`src/rtl/float_alu_arbiter.sv`:
```
// Round-robin arbiter sharing one float_alu between two valid/ready requesters.
// One operation in flight at a time; a watchdog aborts operations the ALU never finishes.
module float_alu_arbiter #(
    parameter int DATA_W  = 32,
    parameter int TIMEOUT = 64
) (
    input  logic              clk,
    input  logic              rst_n,
    input  logic              r0_req_valid,
    output logic              r0_req_ready,
    input  logic [DATA_W-1:0] r0_op_a,
    input  logic [DATA_W-1:0] r0_op_b,
    input  logic [2:0]        r0_op_code,
    input  logic              r0_round_mode,
    input  logic              r0_mode_fp,
    output logic              r0_resp_valid,
    input  logic              r0_resp_ready,
    output logic [DATA_W-1:0] r0_result,
    output logic [4:0]        r0_flags,
    output logic              r0_resp_err,
    input  logic              r1_req_valid,
    output logic              r1_req_ready,
    input  logic [DATA_W-1:0] r1_op_a,
    input  logic [DATA_W-1:0] r1_op_b,
    input  logic [2:0]        r1_op_code,
    input  logic              r1_round_mode,
    input  logic              r1_mode_fp,
    output logic              r1_resp_valid,
    input  logic              r1_resp_ready,
    output logic [DATA_W-1:0] r1_result,
    output logic [4:0]        r1_flags,
    output logic              r1_resp_err,
    output logic [DATA_W-1:0] alu_op_a,
    output logic [DATA_W-1:0] alu_op_b,
    output logic [2:0]        alu_op_code,
    output logic              alu_round_mode,
    output logic              alu_mode_fp,
    output logic              alu_start,
    output logic              alu_ready_in,
    input  logic              alu_ready_out,
    input  logic              alu_valid_out,
    input  logic [DATA_W-1:0] alu_result,
    input  logic [4:0]        alu_flags
);

    typedef enum logic [1:0] {
        IDLE  = 2'd0,
        ISSUE = 2'd1,
        WAIT  = 2'd2,
        RESP  = 2'd3
    } state_t;

    localparam int CNT_W      = (TIMEOUT > 1) ? $clog2(TIMEOUT) : 1;
    localparam int CNT_LAST_I = (TIMEOUT > 0) ? TIMEOUT - 1 : 0;
    localparam logic [CNT_W-1:0] CNT_LAST = CNT_LAST_I[CNT_W-1:0];

    state_t             state_r;
    state_t             state_s;
    logic               prio_r;
    logic               grant_r;
    logic               grant_s;
    logic               req_any_s;
    logic               resp_ready_s;
    logic               timeout_s;
    logic               cap_en_s;
    logic [DATA_W-1:0]  cap_res_s;
    logic [4:0]         cap_flg_s;
    logic               cap_err_s;
    logic [CNT_W-1:0]   cnt_r;
    logic [DATA_W-1:0]  opa_r;
    logic [DATA_W-1:0]  opb_r;
    logic [2:0]         opc_r;
    logic               rm_r;
    logic               fp_r;
    logic [DATA_W-1:0]  res0_r;
    logic [DATA_W-1:0]  res1_r;
    logic [4:0]         flg0_r;
    logic [4:0]         flg1_r;
    logic               err0_r;
    logic               err1_r;

    assign req_any_s    = r0_req_valid | r1_req_valid;
    assign resp_ready_s = grant_r ? r1_resp_ready : r0_resp_ready;
    assign timeout_s    = (TIMEOUT != 0) && (cnt_r == CNT_LAST);

    // Grant selection: a lone requester wins, a tie goes to the priority pointer
    always_comb begin
        grant_s = 1'b0;
        if (r0_req_valid && r1_req_valid) begin
            grant_s = prio_r;
        end else if (r1_req_valid) begin
            grant_s = 1'b1;
        end else begin
            grant_s = 1'b0;
        end
    end

    // Next-state logic
    always_comb begin
        state_s = state_r;
        case (state_r)
            IDLE:    if (req_any_s)                      state_s = ISSUE; else state_s = IDLE;
            ISSUE:   if (alu_ready_out)                  state_s = WAIT;  else state_s = ISSUE;
            WAIT:    if (alu_valid_out || timeout_s)     state_s = RESP;  else state_s = WAIT;
            RESP:    if (resp_ready_s)                   state_s = IDLE;  else state_s = RESP;
            default:                                     state_s = IDLE;
        endcase
    end

    // Completion capture: a real result beats a simultaneous watchdog expiry
    always_comb begin
        cap_en_s  = (state_r == WAIT) && (alu_valid_out || timeout_s);
        cap_res_s = {DATA_W{1'b0}};
        cap_flg_s = 5'd0;
        cap_err_s = 1'b0;
        if (alu_valid_out) begin
            cap_res_s = alu_result;
            cap_flg_s = alu_flags;
        end else begin
            cap_err_s = 1'b1;
        end
    end

    // State, grant, priority pointer and watchdog counter
    always_ff @(posedge clk or negedge rst_n) begin
        if (!rst_n) begin
            state_r <= IDLE;
            prio_r  <= 1'b0;
            grant_r <= 1'b0;
            cnt_r   <= {CNT_W{1'b0}};
        end else begin
            state_r <= state_s;
            case (state_r)
                IDLE:    if (req_any_s) grant_r <= grant_s;
                ISSUE:   cnt_r <= {CNT_W{1'b0}};
                WAIT:    cnt_r <= cnt_r + CNT_W'(1);
                RESP:    if (resp_ready_s) prio_r <= ~grant_r;
                default: cnt_r <= {CNT_W{1'b0}};
            endcase
        end
    end

    // Operand latch; these registers drive the ALU directly so they stay stable through WAIT
    always_ff @(posedge clk or negedge rst_n) begin
        if (!rst_n) begin
            opa_r <= {DATA_W{1'b0}};
            opb_r <= {DATA_W{1'b0}};
            opc_r <= 3'd0;
            rm_r  <= 1'b0;
            fp_r  <= 1'b0;
        end else if ((state_r == IDLE) && req_any_s) begin
            opa_r <= grant_s ? r1_op_a       : r0_op_a;
            opb_r <= grant_s ? r1_op_b       : r0_op_b;
            opc_r <= grant_s ? r1_op_code    : r0_op_code;
            rm_r  <= grant_s ? r1_round_mode : r0_round_mode;
            fp_r  <= grant_s ? r1_mode_fp    : r0_mode_fp;
        end
    end

    // Per-requester response registers so each side holds its own last response
    always_ff @(posedge clk or negedge rst_n) begin
        if (!rst_n) begin
            res0_r <= {DATA_W{1'b0}};
            flg0_r <= 5'd0;
            err0_r <= 1'b0;
            res1_r <= {DATA_W{1'b0}};
            flg1_r <= 5'd0;
            err1_r <= 1'b0;
        end else if (cap_en_s && grant_r) begin
            res1_r <= cap_res_s;
            flg1_r <= cap_flg_s;
            err1_r <= cap_err_s;
        end else if (cap_en_s) begin
            res0_r <= cap_res_s;
            flg0_r <= cap_flg_s;
            err0_r <= cap_err_s;
        end
    end

    assign r0_req_ready   = (state_r == IDLE) && r0_req_valid && !grant_s;
    assign r1_req_ready   = (state_r == IDLE) && r1_req_valid &&  grant_s;
    assign r0_resp_valid  = (state_r == RESP) && !grant_r;
    assign r1_resp_valid  = (state_r == RESP) &&  grant_r;
    assign r0_result      = res0_r;
    assign r0_flags       = flg0_r;
    assign r0_resp_err    = err0_r;
    assign r1_result      = res1_r;
    assign r1_flags       = flg1_r;
    assign r1_resp_err    = err1_r;
    assign alu_op_a       = opa_r;
    assign alu_op_b       = opb_r;
    assign alu_op_code    = opc_r;
    assign alu_round_mode = rm_r;
    assign alu_mode_fp    = fp_r;
    assign alu_start      = (state_r == ISSUE);
    assign alu_ready_in   = (state_r == WAIT);

endmodule
```
`config.mk`:
```
export PLATFORM = sky130hd
export DESIGN_NAME = float_alu_arbiter
export DESIGN_NICKNAME = d
export VERILOG_FILES = /design/src/rtl/float_alu_arbiter.sv
export SDC_FILE = /design/constraint.sdc
export NUM_CORES = 1
export LEC_CHECK = 0
export ABC_AREA = 1
export ABC_CLOCK_PERIOD_IN_PS = 3600
export CORE_MARGIN = 2
export CORE_UTILIZATION = 44
export CTS_CLUSTER_DIAMETER = 30
export DETAILED_ROUTE_END_ITERATION = 16
export GPL_TIMING_DRIVEN = 0
export PLACE_DENSITY = 0.84
export SYNTH_ARGS = -nofsm -noshare
export SYNTH_HDL_FRONTEND = slang
export SYNTH_SLANG_ARGS = --single-unit
export TNS_END_PERCENT = 5
```
`constraint.sdc`:
```
create_clock -name clk -period 3.6 [get_ports clk]
set_clock_uncertainty 0.2 [all_clocks]
set_input_delay 0.36 -clock clk [delete_from_list [all_inputs] [get_ports clk]]
set_output_delay 0.36 -clock clk [all_outputs]
set_load 0.02 [all_outputs]
```
* Yosys cells after proc, flatten, opt, wreduce, memory -nomap -nowiden *
Cells that the tools add are included.

storage, ports and cells
  register bits = 155
  logic and storage cells = 58
  output and inout port bits = 151
  input bits = 183

cells by class
  equality and inequality tests = 4
  reduce and logical (&&, ||, !) cells = 18
  bitwise gates (word level) = 3
  $add $sub $neg = 1
  mux-type cells = 17

operators with widths
  operator               number
  $mux W32               3
  $pmux W6 S2            1
  $logic_and A1 B1 Y1    10
  $mux W1                8
  $pmux W2 S4            1
  $add A6 B1 Y6 const B  1
  $eq A6 B6 Y1 const B   1
  $reduce_and A2 Y1      3
  $mux W5                1
  $eq A2 B2 Y1 const B   2
  $mux W2                2
  $mux W3                1
  $eq A2 B1 Y1 const B   1
  $logic_not A1 Y1       2
  $logic_not A2 Y1       1
  $not A1 Y1             2
  $reduce_bool A2 Y1     1
  $logic_or A1 B1 Y1     1
  $or A1 B1 Y1           1

* Longest topological paths before layout *
Gate-level depths: netlist (run 1).

  word-level depth = 6
  mapped depth = 9
  depth with buffers taken out = 8

* Least setup slack after synthesis (run 1) *
Ideal clock, no wire load.

  path type = flip-flop to flip-flop
  from = register state_r[0]
  to = register res0_r[28], in the netlist r0_result[28]
  clock period less this slack = 1.748 ns
  cell stages (with the launch flop) = 9
  setup time = 0.117 ns
  required time = 3.283 ns
  data arrival time = 1.431 ns
  path buffers = 3
  setup slack = 1.852 ns
  cell sequence = dfrtp_1 inv_1 ha_1 buf_2 nand3_2 buf_6 buf_6 nand2_1 nand2_1

between the ends
  cells in the longest elaborated chain, start to end = 5

ends and longest elaborated chain
  what                                  line  RTL
  start, declared                       57    state_t state_r;
  start signal, assigned                132   state_r <= state_s;
  $eq A2 B2 Y1 *                        n/a
  net alu_ready_in                      39    output logic alu_ready_in,
  $logic_and A1 B1 Y1 *                 112   cap_en_s = (state_r == WAIT) && (alu_valid_out || timeout_s);
  $logic_and A1 B1 Y1                   169   end else if (cap_en_s && grant_r) begin
  $not A1 Y1 (no source line)           n/a
  $reduce_and A2 Y1 (no source line) *  n/a
  end signal, assigned                  163   res0_r <= {DATA_W{1'b0}};
  end signal, assigned                  174   res0_r <= cap_res_s;
  end, declared                         75    logic [DATA_W-1:0] res0_r;

Mark *: on every way through the listed nets, which the timed path passes. The rest lies on a longest branch.
A chain may end at the register's enable or synchronous reset.

* Worst setup path in the final report (run 1) *
  from = register prio_r
  to = output r0_req_ready

between the ends
  cells in the longest elaborated chain, start to end = 3

ends and longest elaborated chain
  what                    line  RTL
  start, declared         59    logic prio_r;
  start signal, assigned  137   RESP: if (resp_ready_s) prio_r <= ~grant_r;
  $mux W1                 89    if (r0_req_valid && r1_req_valid) begin
  $logic_not A1 Y1        180   assign r0_req_ready = (state_r == IDLE) && r0_req_valid && !grant_s;
  $logic_and A1 B1 Y1     180
  end, declared           10    output logic r0_req_ready,

Every way passes these cells.

==> summary.txt, run 1 <==
Outcome: finished clean
Final Util: 0.729
Finished Layout Cells: 1352
Synth cell types: 18
Worst flop-to-flop path startpoint: state_r[0]$_DFF_PN0_
Worst Max-Slew Pin Slew: 0.610 ns
Die area: 0.0165 sq mm
Share of layout cells above drive strength 1: 0.0560
Inserted Clock Buffers: 17
Inst Count DP: 1316
Total routed wirelength: 25.0 mm
Critical Path Start Type: flip-flop
Total length of routed met2 wires: 12.5 mm
Post-route setup slack: 0.780 ns
Vias in the first global route: 7195
NetSw: 3.93 mW
Syn_nets: 982
Setup Buffers After CTS: 0
Clk Latency, worst-skew pair: 0.42 ns
Placer Congestion: 0.909
Site row count: 45
Top layer used by detailed routing: met4
Worst setup EP type: primary output
Remaining Overflow, GRT: 0
Area of the core: 0.0151 sq mm
Vias/cell: 5.35
Synth warn: 0
Hold Crit Class: reg2reg
Synthesized instance count: 794
H-tree Lvls: 4
Leakage: 4.94 nW
Sum Neg Setup Slack: 0 ns
Global-route wire length before repair: 38.3 mm
Mapped Avg Cell Area: 8.58 sq um
Worst Path Max Fanout: 10
Die Span Y: 128 um
#FFs+latches synth: 155
Post-DP HPWL: 18.5 mm
Fin crit period: 2.82 ns
Unrepaired setup endpoints after global routing: false
Vias: 7237
Layout area overhead: 62.1%
Port-buffer cells: 333
Worst path required time: 3.04 ns
Gate power share: 0.495
Power Dens Cells: 878 mW/mm^2
Kind of critical path: reg2out
Io pins: 334
Crit path largest cell delay: 0.63 ns
Max-slew headroom: 0.593
WL met3: 2.61 mm
Clock Tree Buf Depth: 2
Avg WL per Cell: 18.5 um
Place WS: 0.796 ns
Post-Layout Inst Area: 0.0110 sq mm
CP max stage cell: clkdlybuf4s50_1
Router iterations before antenna repair: 5
MaxCap Viol Count: 0
Final Max Slew Viols: 0
Clock root buffer master: clkbuf_16
Initial antenna violation count: 2
Final #Nets: 1336
Met1 wire length: 9.04 mm
Post-route DRC: 0
Fin crit share: 0.783
Worst path most repeated cell: nand2_1
Hold path depth: 2
Clk pwr share: 0.194
Routed Antenna Nets: 0
Max VDD drop: 0.000490 V
Sequential share of the synthesized area: 0.569
Worst Setup SP: prio_r$_DFFE_PN0P_
Internal power: 5.77 mW
Clock transition at path regs: 0.06 ns
Post-cts resize count: 0
Die width: 128 um
Synthesized area: 0.00681 sq mm
Fillers: 1108
Max Clk Rate: 355 MHz
CP arrival: 2.26 ns
Final Hold Viols: 0
Starting density of the core: 0.450
DRT iter0 DRCs: 489
Part of the power in registers: 0.311
# clock sinks: 155
Largest net degree at the start of global routing: 94
Placed inst area: 0.0104 sq mm
Net Sw Frac: 0.405
Final setup violation count: 0
Reg2Reg Depth: 7
CTS tree: yes
CP Cell Sequence: inv_1 > nand2_1 > nand2_1 > inv_2 > buf_2 > nor2_1 > clkdlybuf4s50_1
Hold Startpoint: r0_result[15]$_DFFE_PN0P_
Gr usage total: 0.302
-- layout by cell type (no fill, tap or decap), types with 3 or more instances in the layout --
cell type,n
clkdlybuf4s50_1,332
nand2_1,243
dfrtp_1,155
a21oi_1,145
nor2_1,78
nand4_1,76
clkbuf_1,30
buf_2,21
clkbuf_16,17
inv_1,14
buf_6,7
buf_1,7
ha_1,5
nand3_1,4
o21ai_0,4
inv_6,4
diode_2,3
nand3_2,3
bufinv_16,3
-- cells in the mapped netlist --
library cell | count | area, sq um
inv_1 | 14 | 52.6
nor2_1 | 78 | 293
o21ai_0 | 4 | 20.0
buf_6 | 6 | 67.6
o21bai_4 | 1 | 18.8
clkbuf_1 | 28 | 105
nor3_1 | 1 | 5.00
ha_1 | 5 | 62.6
o21bai_1 | 1 | 7.51
nand3_1 | 4 | 20.0
inv_2 | 2 | 7.51
nand3_2 | 3 | 30.0
buf_2 | 21 | 105
a21oi_1 | 145 | 726
nand2_1 | 243 | 912
nand4_1 | 76 | 475
dfrtp_1 | 155 | 3880
buf_1 | 7 | 26.3
-- kinds of logic (layout without fill, tap and decap cells) --
logic type | after synthesis | after routing | share of synthesized area
compound gates | 151 | 151 | 0.113
simple gates | 405 | 405 | 0.255
flops | 155 | 155 | 0.569
fa+ha+maj | 5 | 5 | 0.00918
buf+inv | 78 | 445 | 0.0534
other cells | 0 | 3 | 0
-- through the flow --
| stage | hold WS, ns | power (mW) |
|---|---|---|
| floorplan | -0.136 | 5.36 |
| global placement | 0.252 | 7.69 |
| detailed placement | 0.188 | 7.79 |
| CTS | 0.273 | 9.72 |
| global route | 0.286 | 10.3 |
| finish | 0.270 | 9.70 |
-- state kept, by name, indices dropped and copies added (netlist names) --
name and cells:
alu_op_code 3, r0_result 32, r1_flags 5, alu_op_b 32, alu_mode_fp 1, alu_op_a 32, r1_resp_err 1, state_r 2
alu_round_mode 1, r0_flags 5, cnt_r 6, r1_result 32, prio_r 1, grant_r 1, r0_resp_err 1
-- path summary, 6_finish.rpt --
path | endpoint | slack (ns)
worst max-delay path | r0_req_ready | 0.78
worst min-delay path | r0_result[15]$_DFFE_PN0P_ | 0.27
worst max register to register | alu_op_b[18]$_DFFE_PN0P_ | 1.52
worst min register to register | r0_result[15]$_DFFE_PN0P_ | 0.27
max in group asynchronous | alu_op_b[12]$_DFFE_PN0P_ | 2.01
min in group asynchronous | r1_result[15]$_DFFE_PN0P_ | 0.32
-- per-layer routing --
| metal | track usage | vias up |
|---|---|---|
| met5 | 0 | - |
| met4 | 0.129 | 0 |
| met3 | 0.0990 | 60 |
| met2 | 0.519 | 378 |
| met1 | 0.347 | 3425 |
| li1 | - | 3374 |
-- layout make-up --
cell class              instances  area [sq um]  area share
flip-flops and latches        155          3880       0.351
clock buffers                  21           460      0.0417
diodes                          3          7.51    0.000680
clock inverters                11           158      0.0143
repair buffers                335          3370       0.305
well taps                     188           235      0.0213
inverters                      16          60.1     0.00544
plain buffers                  62           304      0.0275
multi-input cells             561          2570       0.233
-- worst max-delay path: cells and delay by family (launching register included) --
| kind | cells | cell delay [ns] |
|---|---|---|
| buffers and inverters | 4 | 1.06 |
| DFF | 1 | 0.40 |
| and+or+nand+nor | 3 | 0.39 |
-- repair_timing --
action / CTS / global route
endpoints found under the hold margin: 62 / 0
setup endpoints to repair: 0 / 0
hold buffers: 1 / 0
-- power groups by stage --
| stage | clock (mW) | sequential [mW] | combinational, mW |
|---|---|---|---|
| after detailed placement | 0 | 3.01 | 4.77 |
| after floorplan | 0 | 3.92 | 1.45 |
| after CTS | 1.90 | 3.01 | 4.81 |
| after global placement | 0 | 2.99 | 4.70 |
| final | 1.88 | 3.01 | 4.80 |
| after global routing | 1.98 | 3.11 | 5.18 |
(Power assumes the default switching activity.)
==> inputs of run 2 (changes only) <==
--- a/config.mk
+++ b/config.mk
@@ -6,13 +6,14 @@
 export NUM_CORES = 1
 export LEC_CHECK = 0
 export ABC_AREA = 1
-export ABC_CLOCK_PERIOD_IN_PS = 3600
+export ABC_CLOCK_PERIOD_IN_PS = 2300
+export CORE_ASPECT_RATIO = 1.75
 export CORE_MARGIN = 2
-export CORE_UTILIZATION = 44
+export CORE_UTILIZATION = 37
 export CTS_CLUSTER_DIAMETER = 30
 export DETAILED_ROUTE_END_ITERATION = 16
 export GPL_TIMING_DRIVEN = 0
-export PLACE_DENSITY = 0.84
+export PLACE_DENSITY = 0.75
 export SYNTH_ARGS = -nofsm -noshare
 export SYNTH_HDL_FRONTEND = slang
 export SYNTH_SLANG_ARGS = --single-unit
==> constraint.sdc (replaced) <==
create_clock -name clk -period 2.3 [get_ports clk]
set_clock_uncertainty 0.2 [all_clocks]
set_input_delay 0.23 -clock clk [delete_from_list [all_inputs] [get_ports clk]]
set_output_delay 0.23 -clock clk [all_outputs]
set_load 0.02 [all_outputs]
==> run 2 against run 1 <==
Combinational power grew 57%. Hold slack got worse by 0.16 ns. Core utilization is 12 points lower. Global-route usage down 5.1 points. Critical path depth is 2 lower. Worst setup slack got worse by 0.67 ns. First-iteration DRC count decreased by 39%. Critical path type unchanged.
==> summary.txt, run 2 (synthesized netlist as in run 1, its figures left out) <==
Final setup violation count: 0 (unchanged)
Final Hold Viols: 0 (unchanged)
Commonest cells after routing, fill and taps aside: 328 x clkdlybuf4s50_1, 241 x nand2_1, 155 x dfrtp_1, 145 x a21oi_1, 78 x nor2_1
Clock root buffer master: clkbuf_16
Tot Pwr: 15.0 mW (+55%)
Setup Buffers After CTS: 0 (unchanged)
CP max stage cell: dfrtp_1
Clock transition at path regs: 0.06 ns (about the same)
Register area: 0.00388 sq mm (unchanged)
Starting density of the core: 0.377 (-0.0725)
Crit path largest cell delay: 0.40 ns (-0.23 ns)
Commonest non-fill, non-tap cell in the layout: clkdlybuf4s50_1
ANT cells: 0 (-3)
Avg WL per Cell: 17.6 um (-4.9%)
CTS tree: yes
Layout area overhead: 62.6%
Post-DP HPWL: 18.6 mm (+0.53%)
Fin crit period: 2.19 ns
Hold_ws: 0.105 ns (-0.165 ns)
Power Dens Cells: 1360 mW/mm^2 (+55%)
Leakage: 4.96 nW (+0.41%)
Io pins: 334 (unchanged)
Max-slew headroom: 0.540 (-0.0535)
Port-buffer cells: 333 (unchanged)
Final #Nets: 1335 (-0.075%)
Worst setup EP type: primary output
Largest net degree at the start of global routing: 99 (+5.3%)
Die width: 107 um (-17%)
Max Clk Rate: 456 MHz
Vias: 7054 (-2.5%)
Total routed wirelength: 24.5 mm (-1.9%)
Site row count: 65 (+44%)
Kind of critical path: reg2out
Clk Latency, worst-skew pair: 0.42 ns (about the same)
DRT iter0 DRCs: 297 (-39%)
# clock sinks: 155 (unchanged)
Routed Antenna Nets: 0 (unchanged)
Outcome: finished clean
Worst Path Max Fanout: 4 (-6)
Clock Tree Buf Depth: 2 (unchanged)
Fillers: 1542 (+39%)
Global-route wire length before repair: 38.4 mm (+0.36%)
Unrepaired setup endpoints after global routing: true
Finished Layout Cells: 1394 (+3.1%)
Vias in the first global route: 7240 (+0.63%)
Inserted Clock Buffers: 17 (unchanged)
Vias/cell: 5.06 (-5.5%)
Area of the multi-input gates: 0.00258 sq mm (+0.39%)
Post-Layout Inst Area: 0.0111 sq mm (+0.32%)
Post-route DRC: 0 (unchanged)
Die Span Y: 184 um (+43%)
Router iterations before antenna repair: 6 (+1)
MaxCap Viol Count: 0 (unchanged)
Post-route setup slack: 0.106 ns (-0.674 ns)
Worst Max-Slew Pin Slew: 0.690 ns (+0.0802 ns)
Critical Path Start Type: flip-flop
Remaining Overflow, GRT: 0 (unchanged)
Worst path required time: 1.87 ns (-1.17 ns)
CP Cell Sequence: inv_1 > ha_1 > inv_1 > nor2_1 > clkdlybuf4s15_2
CP arrival: 1.76 ns (-0.50 ns)
Worst path most repeated cell: inv_1
Initial antenna violation count: 0 (-2)
Place WS: -0.269 ns (-1.07 ns)
Placer Congestion: 0.856 (-5.8%)
Final Util: 0.614 (-0.116)
Sum Neg Setup Slack: 0 ns (unchanged)
Die area: 0.0196 sq mm (+19%)
Gr usage total: 0.251 (-0.0507)
Share of layout cells above drive strength 1: 0.0612 (+0.00522)
Hold Crit Class: in2async
Final Max Slew Viols: 0 (unchanged)
Fin crit share: 0.954
H-tree Lvls: 4 (unchanged)
Placed inst area: 0.0105 sq mm (+0.59%)
Inst Count DP: 1362 (+3.5%)
Area of the core: 0.0181 sq mm (+19%)
Max VDD drop: 0.000728 V (+49%)
==> run 2: cell types whose count changed in the layout (fill, tap and decap cells not counted), sizes merged, moves of 2 or more <==
cell,previous run,this run
clkdlybuf4s50,332,328
clkinv,2,4
clkinvlp,2,5
diode,3,0
dlymetal6s2s,0,2
inv,20,18
==> run 2: final timing paths <==
path | startpoint | endpoint | slack (ns) | depth (start not counted)
worst max-delay path | state_r[0]$_DFF_PN0_ | r1_req_ready | 0.11 | 5
worst min-delay path | rst_n | r0_result[4]$_DFFE_PN0P_ | 0.11 | 2
worst max register to register | state_r[0]$_DFF_PN0_ | alu_op_code[0]$_DFFE_PN0P_ | 0.24 | 7
worst min register to register | r0_result[12]$_DFFE_PN0P_ | r0_result[12]$_DFFE_PN0P_ | 0.27 | 2
max in group asynchronous | rst_n | alu_op_b[22]$_DFFE_PN0P_ | 0.93 | 3
min in group clk | r1_op_b[17] | alu_op_b[17]$_DFFE_PN0P_ | 0.15 | 3
==> run 2: cell type report <==
cell class / count / share of cell area
Clock buffer: 19 / 0.0400
Clock inverter: 13 / 0.0129
Multi-Input combinational cell: 561 / 0.233
Timing Repair Buffer: 335 / 0.305
Buffer: 61 / 0.0277
Sequential cell: 155 / 0.350
Inverter: 16 / 0.00542
Tap cell: 234 / 0.0264
==> run 2: report_power, final <==
group | internal (mW) | leakage [nW] | switching [mW]
clock network | 1.63 | 0.272 | 1.21
registers | 3.98 | 1.89 | 0.705
logic | 3.26 | 2.80 | 4.26
==> run 2: metal layers <==
| layer | track usage | vias up | wire, um |
|---|---|---|---|
| met4 | 0.113 | 0 | 1030 |
| met1 | 0.263 | 3359 | 8650 |
| li1 | - | 3355 | - |
| met5 | 0 | - | 0 |
| met3 | 0.0599 | 60 | 1460 |
| met2 | 0.468 | 280 | 13300 |
==> run 2: timing repair <==
action / CTS / global route
gates resized for setup: 7 / 9
hold endpoints to repair: 57 / 0
endpoints found under the setup margin: 4 / 18
hold buffers: 1 / 0
==> run 2: critical path: cells and delay by family (launching register included) <==
| family | cells | cell delay, ns |
|---|---|---|
| buf+inv | 3 | 0.50 |
| flops | 1 | 0.40 |
| fa+ha+maj | 1 | 0.25 |
| simple gates | 1 | 0.18 |
